===== src/rtl/mul_scheduler.sv =====
// mul_scheduler: sequences the iterative multiplier and the HI/LO accumulator
// in the execute stage. It accepts multiply-class ops, starts the multiplier
// with the latched sign and accumulate mode, and counts down the multiplier
// latency. It pulses the HI/LO write (or the GPR result strobe for MUL) on
// completion. It also raises the pipeline Stall for HI/LO hazards and while
// a GPR-destination MUL result is pending.
module mul_scheduler #(
   parameter int MUL_CYCLES = 4
) (
   input  logic       clock,
   input  logic       reset,
   input  logic       IssueValid,
   input  logic       ALUOp,
   input  logic       MULOp,
   input  logic [5:0] Func,
   output logic       Stall,
   output logic       Busy,
   output logic       MulStart,
   output logic       MulSigned,
   output logic [1:0] AccMode,
   output logic       ACCEn,
   output logic       ResultValid
);

   localparam int CW = $clog2(MUL_CYCLES) + 1;
   localparam logic [CW-1:0] CountLoad = CW'(MUL_CYCLES - 1);

   typedef enum logic {
      IDLE = 1'b0,
      BUSY = 1'b1
   } state_t;

   state_t        state_q;
   logic [CW-1:0] count_q;
   logic          mulStart_q;
   logic          mulSigned_q;
   logic [1:0]    accMode_q;
   logic          gpr_q;

   logic          unitOp;
   logic          hiloOp;
   logic          opSigned_d;
   logic [1:0]    opMode_d;
   logic          busyNow;
   logic          done;
   logic          accept;

   // Decode the presented instruction into unit op / HI/LO op and the fields
   // to latch. ALUOp decode wins if both class flags are (illegally) high.
   always_comb begin
      unitOp     = 1'b0;
      hiloOp     = 1'b0;
      opSigned_d = 1'b0;
      opMode_d   = 2'b11;
      if (ALUOp) begin
         case (Func)
            6'h18: begin unitOp = 1'b1; opSigned_d = 1'b1; opMode_d = 2'b00; end
            6'h19: begin unitOp = 1'b1; opSigned_d = 1'b0; opMode_d = 2'b00; end
            6'h10, 6'h11, 6'h12, 6'h13: hiloOp = 1'b1;
            default: ;
         endcase
      end else if (MULOp) begin
         case (Func)
            6'h00: begin unitOp = 1'b1; opSigned_d = 1'b1; opMode_d = 2'b01; end
            6'h01: begin unitOp = 1'b1; opSigned_d = 1'b0; opMode_d = 2'b01; end
            6'h04: begin unitOp = 1'b1; opSigned_d = 1'b1; opMode_d = 2'b10; end
            6'h05: begin unitOp = 1'b1; opSigned_d = 1'b0; opMode_d = 2'b10; end
            6'h02: begin unitOp = 1'b1; opSigned_d = 1'b1; opMode_d = 2'b11; end
            default: ;
         endcase
      end
   end

   // Hazard detection and completion. HI/LO ops wait through the done cycle
   // because HI/LO is only written at the end of it; a new unit op may slip in
   // on the done cycle to keep the multiplier back-to-back.
   always_comb begin
      busyNow     = (state_q == BUSY);
      done        = busyNow && (count_q == '0);
      Stall       = (busyNow && gpr_q && !done)
                 || (IssueValid && hiloOp && busyNow)
                 || (IssueValid && unitOp && busyNow && !done);
      accept      = IssueValid && unitOp && !Stall;
      ACCEn       = done && (accMode_q != 2'b11);
      ResultValid = done && gpr_q;
   end

   // Scheduler FSM: latch the op on accept, count down the latency, and
   // return to IDLE on completion unless a new op is accepted that cycle.
   always_ff @(posedge clock or posedge reset) begin
      if (reset) begin
         state_q     <= IDLE;
         count_q     <= '0;
         mulStart_q  <= 1'b0;
         mulSigned_q <= 1'b0;
         accMode_q   <= 2'b11;
         gpr_q       <= 1'b0;
      end else if (accept) begin
         state_q     <= BUSY;
         count_q     <= CountLoad;
         mulStart_q  <= 1'b1;
         mulSigned_q <= opSigned_d;
         accMode_q   <= opMode_d;
         gpr_q       <= (opMode_d == 2'b11);
      end else begin
         mulStart_q <= 1'b0;
         if (state_q == BUSY) begin
            if (count_q == '0) begin
               state_q <= IDLE;
            end else begin
               count_q <= count_q - 1'b1;
            end
         end
      end
   end

   // Registered status outputs straight from the FSM state.
   always_comb begin
      Busy      = busyNow;
      MulStart  = mulStart_q;
      MulSigned = mulSigned_q;
      AccMode   = accMode_q;
   end

endmodule


===== config.mk =====
export PLATFORM = sky130hd
export DESIGN_NAME = mul_scheduler
export DESIGN_NICKNAME = d
export VERILOG_FILES = /design/src/rtl/mul_scheduler.sv
export SDC_FILE = /design/constraint.sdc
export NUM_CORES = 1
export LEC_CHECK = 0
export CORE_AREA = 4 4 41 43
export CTS_CLUSTER_SIZE = 30
export DETAILED_ROUTE_END_ITERATION = 10
export DIE_AREA = 0 0 45 47
export GPL_TIMING_DRIVEN = 0
export HOLD_SLACK_MARGIN = 0.08
export PLACE_DENSITY = 0.74
export SETUP_SLACK_MARGIN = 0.5
export SLEW_MARGIN = 20
export SYNTH_ARGS = -nofsm -noshare
export SYNTH_HDL_FRONTEND = slang
export SYNTH_SLANG_ARGS = --single-unit

===== constraint.sdc =====
create_clock -name clock -period 2.8 [get_ports clock]
set_input_delay 0.42 -clock clock [delete_from_list [all_inputs] [get_ports clock]]
set_output_delay 0.42 -clock clock [all_outputs]
set_load 0.02 [all_outputs]

After elaboration in Yosys (flattened, before gate mapping)
Index checks and enable logic that the tools add are counted.
{ "classes": {"n_addsub": 1, "eq_ne": 13, "mux": 21, "n_reduce_logical": 25} }
{ "ops": {"columns": ["operator", "n"], "rows": [
  ["equality test 6 x 5 -> 1 bit, second input constant", 6],
  ["2-to-1 mux 1 bit", 14],
  ["equality test 6 x 3 -> 1 bit, second input constant", 2],
  ["logical AND 1 bit", 11],
  ["2-to-1 mux 3 bit", 3],
  ["equality test 6 x 1 -> 1 bit, second input constant", 1],
  ["equality test 6 x 2 -> 1 bit, second input constant", 1],
  ["zero test 6 bit", 1],
  ["2-to-1 mux 2 bit", 3],
  ["OR reduction 2 bit", 3],
  ["OR reduction 5 bit", 1],
  ["inequality test 2 bit, second input constant", 2],
  ["case mux 2 bit (2 select lines)", 1],
  ["OR reduction 4 bit", 1],
  ["zero test 3 bit", 1],
  ["OR reduction 3 bit", 1],
  ["subtractor 3 x 1 -> 3 bit, second input constant", 1],
  ["equality test 2 bit, second input constant", 1],
  ["zero test 1 bit", 2],
  ["logical OR 1 bit", 2],
  ["AND reduction 2 bit", 1],
  ["nonzero test 2 bit", 1]
]} }
{ "word_totals": {"reg_bits": 9} }

Longest topological paths before layout
Gate-level depths: netlist of run 1.
{ "depth": {"depth_word": 13, "ltp_mapped": 7, "ltp_nobuf": 6} }

Least setup slack after synthesis of run 1
Ideal clock, no wire load.
{ "synth_timing": {"kind": "input to output", "startpoint": "input port Func[5]", "endpoint": "output port Stall", "arrival_time_ns": 1.508, "slack_ns": 0.872, "stages": 4, "path_buffers": 0, "path_cell_list": "nand4bb_4 > nor3b_2 > a211oi_1 > o21ai_0"} }
{ "synth_via": {"elab_chain_len": 9, "word_cells_on_any_way": 27} }
{ "synth_lines": {"columns": ["element", "line", "text"], "rows": [
  ["from (decl)", "15", "input logic [5:0] Func,"],
  ["equality test 6 x 3 -> 1 bit (tied with other cells)", "63", "case (Func)"],
  ["OR reduction 5 bit (no source line)", null, null],
  ["2-to-1 mux 1 bit", "63", null],
  ["2-to-1 mux 1 bit", "62", "end else if (MULOp) begin"],
  ["2-to-1 mux 1 bit", "55", "if (ALUOp) begin"],
  ["logical AND 1 bit (3 in a row)", "82", "|| (IssueValid && unitOp && busyNow && !done);"],
  ["logical OR 1 bit (*)", "82", null],
  ["to (decl)", "16", "output logic Stall,"]
]} }
Mark *: on every way between the ends. The rest lies on a longest branch, timed or not.

Worst setup path in the final report of run 1
{ "layout_timing": {"startpoint": "input port Func[4]", "endpoint": "output port Stall"} }
Same word-level chain as after synthesis.

==> results of run 1 <==
-- logic make-up (layout without fill, tap and decap cells) --
group / Yosys count / in the layout / synth area share
simple gates: 18 / 18 / 0.2368
compound gates: 9 / 9 / 0.1103
flops: 9 / 9 / 0.4184
buf+inv: 6 / 29 / 0.05517
mux: 4 / 4 / 0.1011
fa+ha+maj: 2 / 2 / 0.04597
xor+xnor: 2 / 2 / 0.03219
-- worst register-to-register path, stage by stage (launching register included) --
cell,delay (ns)
dfrtp_1,0.36
inv_1,0.10
ha_1,0.17
nand2b_1,0.09
nand2_1,0.17
o2111a_1,0.23
buf_6,0.15
mux2_4,0.31
-- report_power, final --
part           internal (W)  total (W)  switching (W)
logic              0.000136   0.000254       0.000118
registers          0.000189   0.000229      0.0000401
clock network     0.0000549  0.0000992      0.0000444
-- final cells by class --
cell class / instances / area [sq um] / share of cell area
buffer: 1 / 11.26 / 0.01408
inverter: 5 / 18.77 / 0.02347
timing repair buffer: 19 / 192.7 / 0.2410
tap: 15 / 18.77 / 0.02347
multi-input combinational: 35 / 304.0 / 0.3803
clock buffer: 4 / 26.28 / 0.03286
sequential: 9 / 227.7 / 0.2848
-- how the worst min path moves through the flow --
stage | from | endpoint | slack, ns | cells after the start
2_1_floorplan | reset | Busy$_DFF_PP0_ | 0.25 | 1
6_report | reset | count_q[2]$_DFFE_PP0P_ | 0.43 | 2
5_1_grt | reset | gpr_q$_DFFE_PP0P_ | 0.46 | 2
3_5_place_dp | count_q[1]$_DFFE_PP0P_ | count_q[1]$_DFFE_PP0P_ | 0.48 | 1
3_3_place_gp | count_q[1]$_DFFE_PP0P_ | count_q[1]$_DFFE_PP0P_ | 0.47 | 1
4_1_cts | reset | gpr_q$_DFFE_PP0P_ | 0.45 | 2
-- what timing repair did --
| item | 4_1_cts | 5_1_grt |
|---|---|---|
| buffers inserted | 1 | 0 |
| resized for setup | 7 | 6 |
| pin swaps | 2 | 2 |
| endpoints found under the setup margin | 1 | 3 |
| cloned | 0 | 0 |
-- Yosys cell counts --
cell / number / area (sq um)
a211o_1: 1 / 8.760
nor3b_2: 1 / 12.51
nor4_1: 1 / 6.260
a211oi_1: 1 / 7.510
or3_1: 1 / 6.260
xor2_1: 1 / 8.760
mux2i_1: 1 / 10.01
a21o_1: 1 / 7.510
nand3_1: 1 / 5.000
nand2_1: 3 / 11.26
nand4bb_4: 1 / 27.53
o21ai_0: 2 / 10.01
ha_1: 2 / 25.02
inv_1: 5 / 18.77
a21oi_1: 3 / 15.01
and4_1: 1 / 8.760
mux2_4: 3 / 45.04
dfrtp_1: 7 / 175.2
o2111a_1: 1 / 11.26
dfstp_2: 2 / 52.55
and3_1: 2 / 12.51
xnor2_1: 1 / 8.760
and3b_1: 1 / 8.760
nor2_1: 3 / 11.26
nand2b_1: 2 / 12.51
nor2b_1: 1 / 6.260
buf_6: 1 / 11.26
-- layer usage --
| layer | vias up | GRT usage | wire (um) |
|---|---|---|---|
| li1 | 225 | - | - |
| met3 | 0 | 0.04215 | 90 |
| met4 | 0 | 0.02924 | 0 |
| met2 | 13 | 0.1893 | 546 |
| met1 | 207 | 0.1593 | 488 |
| met5 | - | 0 | 0 |
-- state kept, by name, summed over array words and instances, names as in the netlist --
register / flops
count_q: 3
MulStart: 1
MulSigned: 1
Busy: 1
AccMode: 2
gpr_q: 1
-- through the flow --
step,worst slack (ns),utilization,instance area (sq um),hold slack (ns),instances
floorplan,0.8719,-,544.3,0.2465,50
detailed placement,0.02355,0.5712,743.2,0.4785,83
CTS,0.5112,0.6029,784.5,0.4451,88
global placement,0.003754,0.5712,743.2,0.4726,83
global route,0.5293,0.6144,799.5,0.4583,88
finish,0.6081,0.6144,799.5,0.4338,88
==> impl_results.md, run 1 <==
- Final hold vios: 0
- F_max: between 0.4 and 0.5 GHz
- Commonest cells after routing, fill and taps aside: 14 x clkdlybuf4s50_1, 7 x dfrtp_1, 5 x inv_1
- Final nets: 87
- Via count: 445
- Share of layout cells above drive strength 1: 0.2055
- Critical path depth: 6
- Fin Setup TNS: 0 ns
- Worst Setup SP: Func[4]
- Routed wire length: around 1.1 mm
- Crit path DAT: roughly 1.8 ns
- Worst slew pin tran: between 0.3 and 0.4 ns
- Period utilisation layout: 0.7828
- Routed Antenna Nets: 0
- Overall Global Routing Usage: 0.1205
- CP max stage delay: between 0.4 and 0.5 ns
- Maxcap violations: 0
- Port buffer count: 18
- Standard cell with the maximum stage delay on the critical path: clkdlybuf4s50_1
- Clock Tree Buf Depth: 2
- Clock Pin Slew Worst Setup and Hold Paths: approximately 0.060 ns
- Die width: 45 um
- Clk Latency, worst-skew pair: roughly 0.25 ns
- CP max FO: 3
- First-pass iteration count of the detailed router: 4
- Clock Root Buffer: clkbuf_4
- Synthesized area per cell: around 11 sq um
- TritonCTS clock tree: yes
- Delay-heaviest family, CP: buffers and inverters
- First-pass GRT wire length: between 1.5 and 2 mm
- Worst Path Required: 2.38 ns
- Initial Util: 0.4183
- Worst VDD drop: about 0.45 mV
- CP Class: in2out
- RSZ-0062 raised after global routing: no
- Core Area: around 1300 sq um
- Area Overhead vs Synth: 46.90%
- Worst Path Buf+Inv: 2
- Worst setup endpoint: Stall
- Worst setup SP type: primary input
- Initial antenna violation count: 0
- Critical R2R Capture: gpr_q$_DFFE_PP0P_
- WL/cell: 12.78 um
- Worst-path cell chain: clkdlybuf4s50_1 -> nor4_2 -> and4_1 -> a211oi_2 -> o21ai_1 -> buf_4
- Final Max Slew Viols: 0
- Final setup viols: 0
- Status: completed
- Inserted Clock Buffers: 3
- Clk_skew: approximately 0.0016 ns
- DRT iter0 DRCs: 3
- Minimum clock period: between 2 and 2.5 ns
- PwrDens: just over 700 nW/um^2
- Most common cell after layout, fill and taps aside: clkdlybuf4s50_1
- Site Rows: 13
- Final Power: a little under 0.0006 W
- Die height: about 47 um
- Post-DP HPWL: 897.2 um
- Synth Instances: 50
- Worst hold path class: in2async
- Ant. Diodes: 0
- Clk sink count: 9
- Sequential share of the synthesized area: 0.4184
- Leakage power: 0.4007 nW
- Yosys reg bits: 9
- Die area: around 2100 sq um
- Vias in the first global route: between 400 and 500
- Slew margin rel.: 0.7611
- DRC viols: 0
- Element type at the critical path end: primary output
- Synth warn: 0
- Max H-tree Level: 1
- Number of distinct library cells after synthesis: 27
- Largest net degree at the start of global routing: 10
- Mapped Nets: between 60 and 70
- # IOs: 19
- Reg2reg path depth: 7
- Routability cong.: between 0.8 and 0.9
- Vias/cell: slightly above 5
- Worst r2r src: count_q[0]$_DFFE_PP0P_
- FF-to-FF setup slack: approximately 1.1 ns
- Grt total ovfl: 0
- Cell Area, Synth: around 540 sq um
- Filler cells: 122
- Hold Buf Count CTS: 0
Note: power is estimated with default switching activity, not from simulation.
==> inputs of run 2 (changes only) <==
--- a/config.mk
+++ b/config.mk
@@ -5,13 +5,13 @@
 export SDC_FILE = /design/constraint.sdc
 export NUM_CORES = 1
 export LEC_CHECK = 0
-export CORE_AREA = 4 4 41 43
+export CORE_MARGIN = 4
+export CORE_UTILIZATION = 38
 export CTS_CLUSTER_SIZE = 30
 export DETAILED_ROUTE_END_ITERATION = 10
-export DIE_AREA = 0 0 45 47
 export GPL_TIMING_DRIVEN = 0
 export HOLD_SLACK_MARGIN = 0.08
-export PLACE_DENSITY = 0.74
+export PLACE_DENSITY = 0.72
 export SETUP_SLACK_MARGIN = 0.5
 export SLEW_MARGIN = 20
 export SYNTH_ARGS = -nofsm -noshare
==> constraint.sdc (replaced) <==
create_clock -name clock -period 1.9 [get_ports clock]
set_input_delay 0.285 -clock clock [delete_from_list [all_inputs] [get_ports clock]]
set_output_delay 0.285 -clock clock [all_outputs]
set_load 0.02 [all_outputs]
==> impl_results.md, run 2 (synthesis results as in run 1) <==
- Area Overhead vs Synth: 62.53%
- Multi-input logic area: 350.3 sq um (+15%)
- Vias in the first global route: 449 (+2.5%)
- Post-DP HPWL: 841.9 um (-6.2%)
- Slew margin rel.: 0.7501 (-0.01099)
- Met1 Track Usage GR: 0.1755 (+0.01623)
- Final Max Slew Viols: 0 (unchanged)
- Die area: 2102 sq um (-0.63%)
- Hold Buf Count CTS: 0 (unchanged)
- F_max: 0.6122 GHz
- Ant. Diodes: 0 (unchanged)
- Routed wire length: 1.262 mm (+12%)
- Commonest cells after routing, fill and taps aside: 11 x buf_4, 7 x dlygate4sd2_1, 6 x dfrtp_1
- Most used routing layer: met2
- CP Class: in2out
- Final Power: 0.001018 W (+75%)
- Clock Root Buffer: clkbuf_4
- Standard cell with the maximum stage delay on the critical path: nor4_4
- Placed Instances: 83 (unchanged)
- Clock Tree Buf Depth: 2 (unchanged)
- Clk_skew: 0.001577 ns (-0.00004743 ns)
- Biggest register: count_q
- Worst-path cell chain: buf_4 -> nor4_4 -> and4_1 -> a211oi_2 -> o21ai_2 -> buf_6
- Final setup viols: 0 (unchanged)
- Worst setup SP type: primary input
- Core Area: 1318 sq um (+1.2%)
- Minimum clock period: 1.634 ns
- Worst VDD drop: 0.6970 mV (+55%)
- TritonCTS clock tree: yes
- First-pass iteration count of the detailed router: 2 (-2)
- Clock Pin Slew Worst Setup and Hold Paths: 0.07 ns (about the same)
- Register area: 229.0 sq um (+0.55%)
- Met3 Use GR: 0.02767 (-0.01448)
- # IOs: 19 (unchanged)
- First-pass GRT wire length: 1.980 mm (+6.7%)
- Worst slew pin tran: 0.3745 ns (+0.01647 ns)
- Die height: 45.85 um (-2.5%)
- Site Rows: 13 (unchanged)
- Element type at the critical path end: primary output
- DRC viols: 0 (unchanged)
- Number of cells in the finished layout apart from fillers: 97 (+10%)
- Clk sink count: 9 (unchanged)
- GRT met2 Usage: 0.1978 (+0.008537)
- Period utilisation layout: 0.8598
- Final nets: 96 (+10%)
- Filler cells: 113 (-7.4%)
- Clk Latency, worst-skew pair: 0.27 ns (+0.02 ns)
- Grt total ovfl: 0 (unchanged)
- Initial Util: 0.4131 (-0.005164)
- Routed Antenna Nets: 0 (unchanged)
- Final hold vios: 0 (unchanged)
- Inserted Clock Buffers: 3 (unchanged)
- Via count: 484 (+8.8%)
- DRT iter0 DRCs: 5 (+2)
- Most common cell after layout, fill and taps aside: buf_4
- Overall Global Routing Usage: 0.1367 (+0.01615)
- Maxcap violations: 0 (unchanged)
- Initial antenna violation count: 0 (unchanged)
- RSZ-0062 raised after global routing: yes
- Status: completed
- Largest net degree at the start of global routing: 10 (unchanged)
- Max reg flops: 3 (unchanged)
- Worst Path Required: 1.62 ns (-0.76 ns)
- Hold Worst Slack: 0.2810 ns (-0.1527 ns)
- Vias/cell: 4.990 (-1.3%)
- WL/cell: 13.01 um (+1.8%)
- Die width: 45.85 um (+1.9%)
- Worst hold path class: in2async
- CP max stage delay: 0.32 ns (-0.15 ns)
- Routability cong.: 0.7316 (-9.6%)
- PwrDens: 1150 nW/um^2 (+58%)
- CP max FO: 3 (unchanged)
- Crit path DAT: 1.35 ns (-0.42 ns)
- Leakage power: 0.4294 nW (+7.2%)
- Port buffer count: 18 (unchanged)
- Max H-tree Level: 1 (unchanged)
- Share of layout cells above drive strength 1: 0.5244 (+0.3189)
run 2: changes by cell type in the layout (fill, tap and decap cells not counted), sizes merged, moves of 2 or more:
cell	change
buf	+16
clkdlybuf4s15	+2
clkdlybuf4s50	-13
dlygate4sd2	+7
dlymetal6s2s	-3
run 2: through the flow:
step	TNS (ns)	util	area, sq um	setup slack, ns
after global placement	-1.259	0.5745	757.0	-0.5588
after detailed placement	-1.583	0.5745	757.0	-0.5778
after floorplan	0	-	558.0	0.3437
after CTS	0	0.6657	877.1	0.3239
after global routing	0	0.6714	884.6	0.2266
final	0	0.6714	884.6	0.2665
run 2: worst paths after layout:
path / from / slack (ns) / cells after the start / to
max: ALUOp / 0.27 / 6 / Stall
min: reset / 0.28 / 2 / MulStart$_DFF_PP0_
max reg2reg: count_q[1]$_DFFE_PP0P_ / 0.37 / 7 / gpr_q$_DFFE_PP0P_
min reg2reg: MulSigned$_DFFE_PP0P_ / 0.52 / 2 / MulSigned$_DFFE_PP0P_
max in group asynchronous: reset / 1.31 / 2 / AccMode[1]$_DFFE_PP1P_
min in group clock: Func[0] / 0.34 / 2 / MulSigned$_DFFE_PP0P_
run 2: layout make-up:
type                    instances  area share
multi-input cells              35      0.3960
flip-flops and latches          9      0.2588
repair buffers                 28      0.2588
clock inverters                 1    0.005658
well taps                      15     0.02122
inverters                       5     0.02122
plain buffers                   1     0.01273
clock buffers                   3     0.02546
run 2: power breakdown:
group | internal [W] | leakage (nW) | total, W | switching, W
clock | 0.0000780 | 0.0177 | 0.000156 | 0.0000783
combinational | 0.000286 | 0.307 | 0.000517 | 0.000231
sequential | 0.000280 | 0.104 | 0.000344 | 0.0000645
run 2: metal layers:
layer | wire length, um | share of wire
met1 | 554 | 0.44
met5 | 0 | 0
met4 | 14 | 0.011
met3 | 88 | 0.070
met2 | 605 | 0.48
run 2: worst max-delay path, delay by kind of cell:
family / cells / cell delay, ns
simple gates: 2 / 0.56
compound gates: 2 / 0.23
buf+inv: 2 / 0.27
run 2: repair_timing:
action | 4_1_cts | 5_1_grt
setup buffers | 9 | 1
pin swaps | 7 | 0
setup endpoints to repair | 17 | 11
resized for setup | 61 | 3
